<file path="src/rtl/rv_fetch_pkg.sv">
// rv_fetch_pkg: fetch front-end defaults, FSM state type, instruction size and control-flow opcodes shared with execute
package rv_fetch_pkg;
  localparam int DEF_XLEN = 32;
  localparam logic [31:0] DEF_RESET_PC = 32'h0000_0000;
  localparam int INST_BYTES = 4;
  localparam logic [6:0] OPC_JAL = 7'b1101111;
  localparam logic [6:0] OPC_JALR = 7'b1100111;
  localparam logic [6:0] OPC_BRANCH = 7'b1100011;
  typedef enum logic [1:0] {BOOT, RUN, HALT} fetch_state_t;
endpackage

</file>
<file path="src/rtl/fetch_fifo.sv">
// fetch_fifo: sync FIFO (push/pop/flush/din in; dout=head, count, full, empty out), async active-low reset, power-of-2 DEPTH
module fetch_fifo #(
  parameter int W = 32,
  parameter int DEPTH = 2
) (
  input  logic                   clk,
  input  logic                   rst_n,
  input  logic                   push,
  input  logic                   pop,
  input  logic                   flush,
  input  logic [W-1:0]           din,
  output logic [W-1:0]           dout,
  output logic [$clog2(DEPTH):0] count,
  output logic                   full,
  output logic                   empty
);
  localparam int AW = $clog2(DEPTH);
  localparam int CW = AW + 1;
  logic [W-1:0] mem [DEPTH];
  logic [AW-1:0] wr, rd;
  logic do_push, do_pop;
  assign full = count == CW'(DEPTH);
  assign empty = count == '0;
  assign do_push = push && !full;
  assign do_pop = pop && !empty;
  assign dout = mem[rd];
  always_ff @(posedge clk)
    if (do_push) mem[wr] <= din;
  always_ff @(posedge clk or negedge rst_n)
    if (!rst_n) begin
      wr <= '0;
      rd <= '0;
      count <= '0;
    end else if (flush) begin
      wr <= '0;
      rd <= '0;
      count <= '0;
    end else begin
      wr <= wr + AW'(do_push);
      rd <= rd + AW'(do_pop);
      count <= count + CW'(do_push) - CW'(do_pop);
    end
endmodule

</file>
<file path="src/rtl/pc_fetch_unit.sv">
// pc_fetch_unit: PC generator + imem req/rsp + decode handoff with redirect squash (in: redirect_valid/target, imem_req_ready, imem_rsp_valid/data, inst_ready; out: imem_req_valid/addr, inst_valid/data/pc, misalign_err)
module pc_fetch_unit import rv_fetch_pkg::*; #(
  parameter int XLEN = DEF_XLEN,
  parameter logic [XLEN-1:0] RESET_PC = XLEN'(DEF_RESET_PC),
  parameter int BUF_DEPTH = 2
) (
  input  logic            clk,
  input  logic            rst_n,
  input  logic            redirect_valid,
  input  logic [XLEN-1:0] redirect_target,
  output logic            imem_req_valid,
  input  logic            imem_req_ready,
  output logic [XLEN-1:0] imem_req_addr,
  input  logic            imem_rsp_valid,
  input  logic [31:0]     imem_rsp_data,
  output logic            inst_valid,
  input  logic            inst_ready,
  output logic [31:0]     inst_data,
  output logic [XLEN-1:0] inst_pc,
  output logic            misalign_err
);
  localparam int CW = $clog2(BUF_DEPTH) + 1;
  localparam int SW = CW + 1;
  localparam int DW = CW + 3;
  fetch_state_t state, state_d;
  logic [XLEN-1:0] pc, if_head;
  logic [XLEN+31:0] buf_head;
  logic [CW-1:0] if_count, buf_count;
  logic [DW-1:0] drop_cnt, drop_d, outstanding;
  logic if_full, if_empty, buf_full, buf_empty;
  logic aligned, req_fire, rsp_take, rsp_drop;
  assign aligned = redirect_target[1:0] == 2'b00;
  assign imem_req_valid = state == RUN && !redirect_valid && !if_full && ({1'b0, if_count} + {1'b0, buf_count} < SW'(BUF_DEPTH));
  assign imem_req_addr = pc;
  assign req_fire = imem_req_valid && imem_req_ready;
  assign rsp_drop = imem_rsp_valid && drop_cnt != '0;
  assign rsp_take = imem_rsp_valid && drop_cnt == '0 && !if_empty;
  assign inst_valid = !buf_empty && !redirect_valid;
  assign {inst_pc, inst_data} = buf_empty ? '0 : buf_head;
  assign outstanding = DW'(if_count) + drop_cnt + DW'(req_fire);
  always_comb begin
    state_d = redirect_valid ? (aligned ? RUN : HALT) : (state == BOOT ? RUN : state);
    drop_d = redirect_valid ? outstanding - DW'(imem_rsp_valid && outstanding != '0) : drop_cnt - DW'(rsp_drop);
  end
  always_ff @(posedge clk or negedge rst_n)
    if (!rst_n) state <= BOOT;
    else state <= state_d;
  always_ff @(posedge clk or negedge rst_n)
    if (!rst_n) begin
      pc <= RESET_PC;
      drop_cnt <= '0;
      misalign_err <= 1'b0;
    end else begin
      drop_cnt <= drop_d;
      if (redirect_valid) misalign_err <= !aligned;
      if (redirect_valid && aligned) pc <= redirect_target;
      else if (req_fire) pc <= pc + XLEN'(INST_BYTES);
    end
  fetch_fifo #(.W(XLEN), .DEPTH(BUF_DEPTH)) u_inflight (
    .clk(clk), .rst_n(rst_n), .push(req_fire), .pop(rsp_take), .flush(redirect_valid),
    .din(pc), .dout(if_head), .count(if_count), .full(if_full), .empty(if_empty)
  );
  fetch_fifo #(.W(XLEN + 32), .DEPTH(BUF_DEPTH)) u_buf (
    .clk(clk), .rst_n(rst_n), .push(rsp_take && !redirect_valid && !buf_full), .pop(inst_valid && inst_ready),
    .flush(redirect_valid), .din({if_head, imem_rsp_data}), .dout(buf_head), .count(buf_count),
    .full(buf_full), .empty(buf_empty)
  );
endmodule

</file>
<file path="config.mk">
export PLATFORM = sky130hd
export DESIGN_NAME = pc_fetch_unit
export DESIGN_NICKNAME = d
export VERILOG_FILES = /design/src/rtl/rv_fetch_pkg.sv /design/src/rtl/fetch_fifo.sv /design/src/rtl/pc_fetch_unit.sv
export SDC_FILE = /design/constraint.sdc
export NUM_CORES = 1
export LEC_CHECK = 0
export BUFFER_PORTS_ARGS = -buffer_cell sky130_fd_sc_hd__buf_2
export CAP_MARGIN = 20
export CELL_PAD_IN_SITES_DETAIL_PLACEMENT = 1
export CELL_PAD_IN_SITES_GLOBAL_PLACEMENT = 1
export CORE_MARGIN = 3
export CORE_UTILIZATION = 45
export DETAILED_ROUTE_END_ITERATION = 8
export HOLD_SLACK_MARGIN = 0.06
export PLACE_DENSITY_LB_ADDON = 0.1
export SLEW_MARGIN = 30
export SYNTH_ARGS = -nofsm -noshare
export SYNTH_HDL_FRONTEND = slang
export SYNTH_SLANG_ARGS = --single-unit
</file>
<file path="constraint.sdc">
create_clock -name clk -period 4.7 [get_ports clk]
set_input_delay 0.235 -clock clk [delete_from_list [all_inputs] [get_ports clk]]
set_output_delay 0.235 -clock clk [all_outputs]
set_load 0.01 [all_outputs]
</file>
Word level (Yosys, flattened, before mapping)
Memory sizes are Yosys's and may differ from the RTL's.
Index checks and enable logic that the tools add are counted.
{ "word_totals": {"memories": 2, "inputBits": 70, "ramBits": 192, "output_inout_bits": 99, "register_bits": 48} }
{ "op_classes": {"n_reduce_logical": 32, "muxes": 17, "n_lt_le_gt_ge": 1, "n_addsub": 14, "n_eq_ne": 3} }
{ "mem_list": {"columns": ["name", "words", "width", "rd", "rd_ports_with_merged_regs", "wr", "line_no", "rtl"], "rows": [
  ["u_buf.mem", 2, 64, 1, 0, 1, "fetch_fifo.sv:19", "logic [W-1:0] mem [DEPTH];"],
  ["u_inflight.mem", 2, 32, 1, 0, 1, "fetch_fifo.sv:19", null]
]} }
{ "op_table": {"columns": ["operator", "count"], "rows": [
  ["$mux 32", 2],
  ["$mux 64", 1],
  ["$add 32x3->32 const B", 1],
  ["$logic_and 1x1->1", 17],
  ["$mux 2", 5],
  ["$reduce_bool 5->1", 2],
  ["$sub 5x1->5", 2],
  ["$logic_not 2->1", 4],
  ["$mux 1", 8],
  ["$logic_not 1->1", 6],
  ["$add 2x5->5", 1],
  ["$add 5x1->5", 1],
  ["$logic_not 5->1", 1],
  ["$mux 5", 1],
  ["$add 1x1->1", 4],
  ["$add 2x1->2", 2],
  ["$eq 2x2->1 const B", 2],
  ["$reduce_bool 2->1", 2],
  ["$sub 2x1->2", 2],
  ["$add 2x2->3", 1],
  ["$lt 3x2->1 const B", 1],
  ["$eq 2x1->1 const B", 1]
]} }

Longest topological paths before layout
{ "logic_depth": {"ltp_word": 10, "depth_mapped": 19, "ltp_nobuf": 19} }

Modules after synthesis
A second synthesis with hierarchy kept.
{ "unflattened": {"cells_unflattened": 680, "area_unflattened_um2": 10337.4} }
{ "modules_own_cells": {"columns": ["mod", "area_per_inst_um2", "cells_per_inst", "instances"], "rows": [
  ["fetch_fifo at u_buf", 4873.4, 222, 1],
  ["pc_fetch_unit", 2879.0, 335, 1],
  ["fetch_fifo at u_inflight", 2585.0, 123, 1]
]} }

Worst setup path after synthesis
No wires, ideal clock.
{ "synth_timing": {"path_type": "register to register", "from": "reg u_inflight.count[1]", "to": "reg drop_cnt[4]", "required_ns": 4.620, "path_buffers": 0, "arrival_ns": 3.812, "stages_incl_launch_ff": 18, "slack_ns": 0.808, "period_less_slack_ns": 3.892, "setup_time_ns": 0.080, "path_cell_list": "dfrtp_1 > fa_1 > and4bb_2 > nand3_1 > inv_1 > fa_1 > fa_1 > nand2_1 > nor2_1 > nor2_1 > o22ai_1 > a41oi_1 > ha_1 > ha_1 > mux2i_1 > o21ai_0 > a22oi_1 > xnor2_1"} }
{ "synth_between": {"elab_chain_cells": 10} }
{ "synth_lines": {"columns": ["element", "line_no", "rtl"], "rows": [
  ["start, declared", "fetch_fifo.sv:13", "output logic [$clog2(DEPTH):0] count,"],
  ["start signal, assigned", "fetch_fifo.sv:41", "count <= count + CW'(do_push) - CW'(do_pop);"],
  ["parallel branches: the longest is 5 deep, another holds $add 2x2->3", null, null],
  ["$add 5x1->5 (*)", "pc_fetch_unit.sv:40", "assign outstanding = DW'(if_count) + drop_cnt + DW'(req_fire);"],
  ["$reduce_bool 5->1", "pc_fetch_unit.sv:43", "drop_d = redirect_valid ? outstanding - DW'(imem_rsp_valid && outstanding != '0) : drop_cnt - DW'(rsp_drop);"],
  ["$logic_and 1x1->1", "pc_fetch_unit.sv:43", null],
  ["$sub 5x1->5 (*)", "pc_fetch_unit.sv:43", null],
  ["$mux 5 (*)", "pc_fetch_unit.sv:43", null],
  ["named net drop_d[4]", "pc_fetch_unit.sv:29", "logic [DW-1:0] drop_cnt, drop_d, outstanding;"],
  ["end signal, assigned", "pc_fetch_unit.sv:54", "drop_cnt <= drop_d;"],
  ["end, declared", "pc_fetch_unit.sv:29", null]
]} }
Mark *: on every way through the listed nets, which the timed path passes.
A chain may end at the register's enable or synchronous reset.

Worst setup path in the final report
{ "layout_timing": {"from": "reg u_buf.count[0]", "to": "reg drop_cnt[4]"} }
{ "layout_between": {"elab_chain_cells": 9} }
{ "layout_lines": {"columns": ["element", "line_no", "rtl"], "rows": [
  ["start, declared", "fetch_fifo.sv:13", null],
  ["start signal, assigned", "fetch_fifo.sv:41", null],
  ["$add 2x2->3 (*)", "pc_fetch_unit.sv:33", "assign imem_req_valid = state == RUN && !redirect_valid && !if_full && ({1'b0, if_count} + {1'b0, buf_count} < ..."],
  ["$lt 3x2->1 (*)", "pc_fetch_unit.sv:33", null],
  ["$logic_and 1x1->1 (*)", "pc_fetch_unit.sv:33", null],
  ["$logic_and 1x1->1 (*)", "pc_fetch_unit.sv:35", "assign req_fire = imem_req_valid && imem_req_ready;"],
  ["$add 5x1->5 (*)", "pc_fetch_unit.sv:40", null],
  ["$reduce_bool 5->1", "pc_fetch_unit.sv:43", null],
  ["$logic_and 1x1->1", "pc_fetch_unit.sv:43", null],
  ["$sub 5x1->5 (*)", "pc_fetch_unit.sv:43", null],
  ["$mux 5 (*)", "pc_fetch_unit.sv:43", null],
  ["named net drop_d[4]", "pc_fetch_unit.sv:29", null]
]} }
Mark *: on every way through the listed nets, which the timed path passes. The rest lies on a longest branch.

==> metrics.md <==
| Metric | Value |
|---|---|
| Outcome | finished clean |
| Syn Inst Count | 681 |
| P&R area growth vs syn | 26.30% |
| Flops & latches, synth | 240 |
| Final Setup Violations | 0 |
| CP required | 5.14 ns |
| Buffer count from post-CTS setup fixing | 0 |
| I/O Buffers | 168 |
| Flop2flop setup slack | 0.41 ns |
| Worst Max-Slew Pin Slew | 0.7602 ns |
| Routed vias | 6324 |
| Diode count | 0 |
| Syn. warnings | 0 |
| Initial drt markers | 265 |
| Rows | 53 |
| Fin Hold WS | 0.1460 ns |
| CTS Buffer Depth | 3 |
| First-pass GRT wire length | 37650 um |
| Commonest non-fill, non-tap cell in the layout | edfxtp_1 |
| Chip Height | 154.7 um |
| Post-synth EDFFs | 192 |
| Core area | 21350 um^2 |
| Post-DP HPWL | 14780 um |
| Clk slew on worst S/H paths | 0.06 ns |
| Num ports | 169 |
| Total gr overflow | 0 |
| CTS tree | yes |
| Type of the worst setup path | flip-flop to flip-flop |
| Max-slew violation count | 0 |
| Largest net degree at the start of global routing | 65 |
| CP arrival | 4.73 ns |
| DRC | 0 |
| Syn_nets | 768 |
| Root buf cell | clkbuf_16 |
| Die Wd | 154.7 um |
| Pwr Density | 385.3 nW/um^2 |
| Setup crit end kind | flip-flop |
| Max frequency | 0.2329 GHz |
| Vias in the first global route | 7042 |
| Layout cells sized above 1 | 27.70% |
| GRT Overall Usage | 19.68% |
| H-tree depth | 1 |
| CTS Buf Count | 25 |
| Drt wl/cell | 19.46 um |
| Endpoints failing hold | 0 |
| Worst Skew | 0.009011 ns |
| Initial antenna violation count | 0 |
| Initial core utilization | 46.57% |
| Nets | 1003 |
| Most frequent cells in the layout | 192 x edfxtp_1, 168 x buf_2, 89 x nor2_1 |
| Unique masters post-synth | 45 |
| Setup TNS | 0 ns |
| Max-Cap Viols | 0 |
| GP Congestion | 0.7707 |
| Via-per-instance ratio | 5.226 |
| Primary FF master, synth | edfxtp_1 |
| Hold crit path type | input port to flip-flop |
| Sequential share of the synthesized area | 70.06% |
| WL final | 23550 um |
| Critical Path Start Type | flip-flop |
| Crit Path Max Fanout | 7 |
| Fin crit share | 91.35% |
| Final ANT Viol Nets | 0 |
| Die area | 23920 um^2 |
| Min cycle time layout | 4.293 ns |
| Sinks on Clock Net | 240 |
| Post-Syn Area | 9945 um^2 |
| # fillers | 2123 |
| Max VDD drop | 0.0003038 V |
| RSZ-0062 raised after global routing | false |
| Lkg Pwr | 4.765 nW |
| Skew-Pair Late Insertion Delay | 0.52 ns |
| Post-Syn Area per Cell | 14.60 um^2 |
| Slew margin rel. | 49.32% |
| Asr flop ratio synth | 20.00% |
| Drt pass-1 iters | 4 |
flip-flops by register name (all words and copies together), names as in the netlist:
register          count
u_inflight.mem       64
u_inflight.wr         1
u_buf.count           2
state                 2
u_inflight.count      2
u_buf.wr              1
u_inflight.rd         1
u_buf.rd              1
misalign_err          1
imem_req_addr        32
drop_cnt              5
u_buf.mem           128
logic make-up (layout without fill, tap and decap cells):
kind of cell,count (synthesis),count (layout),share of synthesized area [%]
fa+ha+maj,17,17,2.365
compound gates,41,41,2.227
mux,99,99,10.37
xor+xnor,40,40,3.523
buf+inv,47,301,1.887
simple gates,197,197,9.575
flops,240,240,70.06
layer usage:
metal  wire (um)  up-vias  track usage [%]  part of all wire, %
met5           0        -                0                    0
met4         464        0            5.088                  2.0
met3         981       31            2.882                  4.2
met2       12030      179            35.73                   51
met1       10070     3178            24.75                   43
li1            -     2936                -                    -
final cells by class:
type	count	area [um^2]	area share, %
Clock buffer	36	686.9	5.469
Inverter	16	60.06	0.4782
Multi-Input combinational cell	394	2830	22.53
Timing Repair Buffer	239	1556	12.39
Tap cell	275	344.1	2.740
Sequential cell	240	6970	55.50
Clock inverter	10	111.4	0.8866
report_power, final:
| group | leakage, nW | switching [mW] | total [mW] | internal [mW] |
|---|---|---|---|---|
| combinational | 2.05 | 0.202 | 0.396 | 0.194 |
| clock | 0.384 | 0.791 | 1.92 | 1.13 |
| sequential | 2.33 | 0.141 | 2.52 | 2.38 |
cell usage after synthesis (14+ instances only):
master | count | area [um^2]
xor2_1 | 26 | 227.7
o21ai_0 | 23 | 115.1
nor2_1 | 90 | 337.8
xnor2_1 | 14 | 122.6
clkbuf_1 | 18 | 67.56
inv_1 | 15 | 56.30
dfrtp_1 | 48 | 1201
nand3_1 | 15 | 75.07
nand2_1 | 42 | 157.7
mux2_2 | 32 | 360.4
ha_1 | 14 | 175.2
nand4_1 | 14 | 87.58
mux2i_1 | 67 | 670.6
edfxtp_1 | 192 | 5766
stage by stage:
step / total power, mW / utilization (%) / worst slack, ns / instance area (um^2) / std cells
after global placement: 2.882 / 51.91 / 0.5742 / 11080 / 1099
after global routing: 5.039 / 58.82 / 0.07929 / 12560 / 1210
after detailed placement: 2.921 / 51.91 / 0.2607 / 11080 / 1099
after CTS: 4.892 / 58.60 / 0.2733 / 12510 / 1208
final: 4.839 / 58.82 / 0.4067 / 12560 / 1210
after floorplan: 2.728 / - / 0.8084 / 9945 / 681
path summary, 6_finish.rpt:
| kind | from | end | depth (start not counted) |
|---|---|---|---|
| max in group asynchronous | rst_n | u_buf.rd | 3 |
| max reg2reg | u_buf.count[0] | drop_cnt[4] | 19 |
| min in group asynchronous | rst_n | imem_req_addr[24] | 3 |
| min reg2reg | misalign_err | misalign_err | 2 |
| max | u_buf.count[0] | drop_cnt[4] | 19 |
| min | redirect_valid | u_inflight.wr | 2 |
repair_timing:
item | CTS | global route
endpoints found under the setup margin | 0 | 1
gates resized for setup | 0 | 1
endpoints found under the hold margin | 142 | 0
hold buffers | 63 | 0
worst max-delay path: stages (launching register included):
cell	delay, ns
dfrtp_1	0.41
inv_1	0.11
nor2_1	0.07
fa_1	0.50
and4bb_2	0.24
nand3_2	0.16
inv_1	0.07
fa_1	0.40
fa_1	0.49
nand2_1	0.15
nor2_1	0.05
nor2_1	0.13
o22ai_1	0.10
a41oi_1	0.22
ha_1	0.19
ha_1	0.25
mux2i_1	0.22
o21ai_0	0.11
a22oi_1	0.18
xnor2_1	0.15
Note: power is estimated with default switching activity, not from simulation.
